### config.mk
export PLATFORM = sky130hd
export DESIGN_NAME = sprite_compositor
export DESIGN_NICKNAME = d
export VERILOG_FILES = /design/src/rtl/sprite_compositor.sv
export SDC_FILE = /design/constraint.sdc
export NUM_CORES = 1
export LEC_CHECK = 0
export CAP_MARGIN = 40
export CORE_MARGIN = 5
export CORE_UTILIZATION = 48
export CTS_BUF_LIST = sky130_fd_sc_hd__clkbuf_4
export DETAILED_ROUTE_END_ITERATION = 10
export PLACE_DENSITY = 0.93
export SYNTH_ARGS = -nofsm -noshare
export SYNTH_HDL_FRONTEND = slang
export SYNTH_SLANG_ARGS = --single-unit
### constraint.sdc
create_clock -name pixel_clk_in -period 3.99 [get_ports pixel_clk_in]
set_input_delay 0.798 -clock pixel_clk_in [delete_from_list [all_inputs] [get_ports pixel_clk_in]]
set_output_delay 0.798 -clock pixel_clk_in [all_outputs]
set_load 0.1 [all_outputs]
### src/rtl/sprite_compositor.sv
// ---------------------------------------------------------------------------
// sprite_compositor
//
// Downstream stage of the palette sprite ROM. Delays the video timing so it
// lines up with the sprite's BROM read latency, composites the sprite's RGB
// over a flat background colour and drives the TMDS/HDMI encoders. The sprite
// position is latched once per frame on new_frame_in and fed back to the
// sprite stage, so a moving sprite never tears mid-frame.
//
// Optional feature macro: SPRITE_CHROMA_KEY_EN
//   defined   -> sprite pixels equal to KEY_COLOR are transparent (show BG)
//   undefined -> every in-window sprite pixel is opaque, KEY_COLOR unused
//
// Ports
//   pixel_clk_in      pixel clock, the only clock
//   rst_in            synchronous active-high reset
//   hcount_in/vcount_in, hsync_in/vsync_in, active_draw_in, new_frame_in
//                     video timing from the timing generator
//   x_req_in/y_req_in requested sprite position, sampled on new_frame_in
//   sprite_x_out/y_out latched position, drives the sprite stage
//   sprite_r/g/b_in   sprite RGB, LATENCY cycles after its hcount
//   red/green/blue_out composited pixel
//   hsync/vsync/active_draw_out timing delayed by LATENCY+1
//   frame_count_out   frames completed at the output, wraps 255->0
// ---------------------------------------------------------------------------
module sprite_compositor #(
    parameter int          WIDTH     = 256,
    parameter int          HEIGHT    = 256,
    parameter int          LATENCY   = 4,
    parameter logic [23:0] BG_COLOR  = 24'h000000,
    parameter logic [23:0] KEY_COLOR = 24'hFF00FF
) (
    input  logic        pixel_clk_in,
    input  logic        rst_in,
    input  logic [10:0] hcount_in,
    input  logic [9:0]  vcount_in,
    input  logic        hsync_in,
    input  logic        vsync_in,
    input  logic        active_draw_in,
    input  logic        new_frame_in,
    input  logic [10:0] x_req_in,
    input  logic [9:0]  y_req_in,
    output logic [10:0] sprite_x_out,
    output logic [9:0]  sprite_y_out,
    input  logic [7:0]  sprite_r_in,
    input  logic [7:0]  sprite_g_in,
    input  logic [7:0]  sprite_b_in,
    output logic [7:0]  red_out,
    output logic [7:0]  green_out,
    output logic [7:0]  blue_out,
    output logic        hsync_out,
    output logic        vsync_out,
    output logic        active_draw_out,
    output logic [7:0]  frame_count_out
);

    // Delay-line word layout
    localparam int TAP_WIN = 4;
    localparam int TAP_HS  = 3;
    localparam int TAP_VS  = 2;
    localparam int TAP_ACT = 1;
    localparam int TAP_NF  = 0;

    logic [10:0] sprite_x_reg;
    logic [9:0]  sprite_y_reg;

    // ---------------- position latch (once per frame) ----------------
    always_ff @(posedge pixel_clk_in) begin
        if (rst_in) begin
            sprite_x_reg <= '0;
            sprite_y_reg <= '0;
        end else if (new_frame_in) begin
            sprite_x_reg <= x_req_in;
            sprite_y_reg <= y_req_in;
        end
    end

    assign sprite_x_out = sprite_x_reg;
    assign sprite_y_out = sprite_y_reg;

    // ---------------- window test at input time ----------------
    // 12-bit operands so that position + size never wraps around.
    logic [11:0] h_ext, v_ext, x_ext, y_ext;
    logic        in_win;

    assign h_ext = {1'b0, hcount_in};
    assign v_ext = {2'b00, vcount_in};
    assign x_ext = {1'b0, sprite_x_reg};
    assign y_ext = {2'b00, sprite_y_reg};

    assign in_win = (h_ext >= x_ext) && (h_ext < x_ext + 12'(WIDTH)) &&
                    (v_ext >= y_ext) && (v_ext < y_ext + 12'(HEIGHT));

    // ---------------- LATENCY-deep delay line ----------------
    // The last stage holds the timing of the pixel whose sprite RGB is
    // arriving this cycle.
    genvar gi;
    generate
        for (gi = 0; gi < LATENCY; gi++) begin : g_dly
            logic [4:0] stage_reg;
            if (gi == 0) begin : g_head
                always_ff @(posedge pixel_clk_in) begin
                    if (rst_in)
                        stage_reg <= '0;
                    else
                        stage_reg <= {in_win, hsync_in, vsync_in,
                                      active_draw_in, new_frame_in};
                end
            end else begin : g_body
                always_ff @(posedge pixel_clk_in) begin
                    if (rst_in)
                        stage_reg <= '0;
                    else
                        stage_reg <= g_dly[gi-1].stage_reg;
                end
            end
        end
    endgenerate

    logic [4:0] tap;
    assign tap = g_dly[LATENCY-1].stage_reg;

    // ---------------- chroma key ----------------
    logic [23:0] sprite_rgb;
    logic        key;

    assign sprite_rgb = {sprite_r_in, sprite_g_in, sprite_b_in};

`ifdef SPRITE_CHROMA_KEY_EN
    assign key = (sprite_rgb == KEY_COLOR);
`else
    // Keying disabled: KEY_COLOR has no effect on the datapath.
    logic unused_key_color;
    assign unused_key_color = ^KEY_COLOR;
    assign key = 1'b0;
`endif

    // ---------------- registered composite stage ----------------
    // The sprite stage's own outside-window zeroing is misaligned, so the
    // delayed window flag alone decides sprite vs background.
    logic [23:0] rgb_reg;
    logic        hsync_reg, vsync_reg, active_reg;
    logic [7:0]  frame_count_reg;

    always_ff @(posedge pixel_clk_in) begin
        if (rst_in) begin
            rgb_reg         <= '0;
            hsync_reg       <= 1'b0;
            vsync_reg       <= 1'b0;
            active_reg      <= 1'b0;
            frame_count_reg <= '0;
        end else begin
            if (!tap[TAP_ACT])
                rgb_reg <= '0;
            else if (tap[TAP_WIN] && !key)
                rgb_reg <= sprite_rgb;
            else
                rgb_reg <= BG_COLOR;
            hsync_reg  <= tap[TAP_HS];
            vsync_reg  <= tap[TAP_VS];
            active_reg <= tap[TAP_ACT];
            if (tap[TAP_NF])
                frame_count_reg <= frame_count_reg + 8'd1;
        end
    end

    assign red_out         = rgb_reg[23:16];
    assign green_out       = rgb_reg[15:8];
    assign blue_out        = rgb_reg[7:0];
    assign hsync_out       = hsync_reg;
    assign vsync_out       = vsync_reg;
    assign active_draw_out = active_reg;
    assign frame_count_out = frame_count_reg;

endmodule

==> impl_metrics.ini <==
[run_status]
status = complete, no violations

[timing]
worst_slew_pin_slew_ns = 0.7704
max_slew_margin_pct = 48.41
fin_crit_ns = 2.466
clock_skew_ns = 0.006253
fin_setup_tns_ns = 0
rsz0062_at_grt = false
fmax_mhz = 405.5
holdWs_ns = 0.4515
drv_slew = 0
hold_viol = 0
setup_viol_count_final = 0
period_share_pct = 61.81

[worst_setup_path]
cp.required_ns = 3.19
reg2reg_from = sprite_x_out[8]
start_kind = register
path_cells = clkdlybuf4s50_1 -> buf_8
startpoint = sprite_x_out[10]
max_stage_delay_ns = 0.58
cp-end-kind = output port
cp_data_arrival_time_ns = 1.67
crit_type = register to output port
cp_max_fo = 5
cpMaxStageDelayCell = clkdlybuf4s50_1

[cells_and_area]
fill_cells = 320
final_nets = 588
layout-drive-gt1-share_pct = 16.06
diodes = 0
largest_reg_flops = 24
area_delta_synth_final_pct = 74.20

[cts]
clock_latency_ns = 0.42
path_clk_slew_ns = 0.12
htreeDepth = 3
cts_inserted_buffers = 9
clockBufferDepth = 2
cts_tree = done
clock_sinks = 76
cts_setup_buffers = 0
cts-root-buf = clkbuf_4
postCtsHoldBufs = 0
ctsResizeCount = 0

[synth]
syn_area_um2 = 3089
synth_fp_nets = 406
synth-compound-area-share_pct = 7.128
syn_inst = 305
yosysMostFrequentCell = dfxtp_1
synth_edf_count = 0
postSynthAreaPerCell_um2 = 10.13
netlist.area_leader.share_pct = 49.25
synth-simple-area-share_pct = 18.14
synth_top_family_by_area = simple AND/OR/NAND/NOR gates
ys_types = 39
ys_seq_area_share_pct = 49.25
async_flop_share_pct = 0
synth_warnings = 0
synth-seq-cells = 76
synth.area.top_cells = dfxtp_1, ha_1, mux2i_1
yosys.area.top_type = dfxtp_1
synth_common_cells = dfxtp_1, ha_1, nor2_1, and3_1, inv_1
synth_ff_type = dfxtp_1
synth_xor_xnor_area_share_pct = 1.701
synth_fa_ha_area_share_pct = 11.75
synthMuxAreaShare_pct = 7.128

[power]
p_int_uw = 1139
combPwrFrac_pct = 22.5
pwr_density_cell_nw_per_um2 = 301.5
seqPwrFrac_pct = 48.9
power.switching_uw = 483.3
ir_worst_vdd_uv = 255.8
leakage_uw = 0.002358
swShare_pct = 29.79
pwr-share-clk_pct = 28.7

[floorplanning]
start_util_pct = 48.93
die_area_um2 = 8141
row_count = 29
die_w_um = 90.23
ios = 128
core-area_um2 = 6314
die_h_um = 90.23

[routing]
post_drt_wl_per_cell_um = 15.18
drt-total-wl_mm = 8.638
drtIter0Drc = 58
detail-route-antenna-nets = 0
first_pass_iters = 4
dr_total_vias = 2784
route.detailed.drc = 0
vias_per_cell = 4.893

[worst_hold_path]
min_from = g_dly[2].stage_reg[2]
hp-class = register to register

[grt]
antenna_found_initial = 0
grt_start_max_net_pins = 53
grt_usage_pct = 21.80
overflow = 0
grt_pass1_wl_mm = 14.44
grt_pass1_vias = 3053

[placement]
place_congestion = 0.7847
dp_hpwl_mm = 6.815
io_buffers = 127

[flow_run]
cap_violations = 0
-- final cells by class --
| type | count | area [um^2] | share of cell area (%) |
|---|---|---|---|
| sequential | 76 | 1521 | 28.27 |
| clock buffer | 9 | 67.56 | 1.256 |
| inverter | 24 | 90.09 | 1.674 |
| tap | 77 | 96.34 | 1.790 |
| multi-input combinational | 191 | 1416 | 26.32 |
| timing repair buffer | 185 | 2122 | 39.43 |
| clock inverter | 7 | 67.56 | 1.256 |
-- layer usage --
| metal | global-route usage (%) | share of wire, % | up-vias |
|---|---|---|---|
| met5 | 0 | 0 | - |
| met4 | 5.707 | 1.6 | 0 |
| met3 | 8.347 | 8.4 | 13 |
| met2 | 37.68 | 49 | 114 |
| met1 | 25.16 | 41 | 1254 |
| li1 | - | - | 1403 |
-- metrics by stage --
stage          util [%]  area (um^2)  total power [uW]  instances  setup WS, ns
2_1_floorplan         -         3089              1008        305         1.703
6_report          85.24         5381              1623        569         1.524
3_3_place_gp      69.78         4405              1119        497         1.554
4_1_cts           85.24         5381              1633        569         1.512
5_1_grt           85.24         5381              1692        569         1.423
3_5_place_dp      83.10         5246              1173        553         1.524
-- cells in the final DEF (no fill, tap or decap), types with 2 or more instances in the layout --
master,count
and3_1,26
or3_1,2
ha_1,29
o21ai_1,2
nand3b_1,2
clkdlybuf4s50_1,126
xnor2_1,2
xor2_1,4
buf_8,56
clkbuf_4,9
nand2_1,6
a21oi_1,14
nor2_1,27
o211ai_1,2
clkinv_4,2
mux2i_1,22
buf_4,2
nand3_1,4
o21ai_0,4
inv_1,24
clkinv_1,2
nand4_1,4
nor2b_1,21
dfxtp_1,76
a21o_1,4
-- worst paths after layout --
| kind | slack (ns) | cells after the start | end |
|---|---|---|---|
| worst max register to register | 2.23 | 8 | g_dly[0].stage_reg[4] |
| worst min register to register | 0.45 | 1 | g_dly[3].stage_reg[2] |
| worst min-delay path | 0.45 | 1 | g_dly[3].stage_reg[2] |
| worst max-delay path | 1.52 | 2 | sprite_x_out[10] |
-- power groups by stage --
stage	logic, uW	registers [uW]	clock network, uW
finish	365	793	465
global route	390	796	506
CTS	366	793	474
detailed placement	363	810	0
global placement	310	808	0
floorplan	108	900	0
-- critical path, delay by kind of cell, from the launching register on --
family / cells / cell delay, ns
flip-flops: 1 / 0.46
buffers and inverters: 2 / 0.79
-- kinds of logic (layout without fill, tap and decap cells) --
| kind of cell | Yosys count | after routing |
|---|---|---|
| buffers and inverters | 38 | 225 |
| flip-flops | 76 | 76 |
| AND/OR/NAND/NOR | 100 | 100 |
| AO/OA/AOI/OAI | 34 | 34 |
| XOR/XNOR | 6 | 6 |
| multiplexers | 22 | 22 |
| adder cells (fa/ha/maj) | 29 | 29 |
Power figures use the tool's default switching activity.
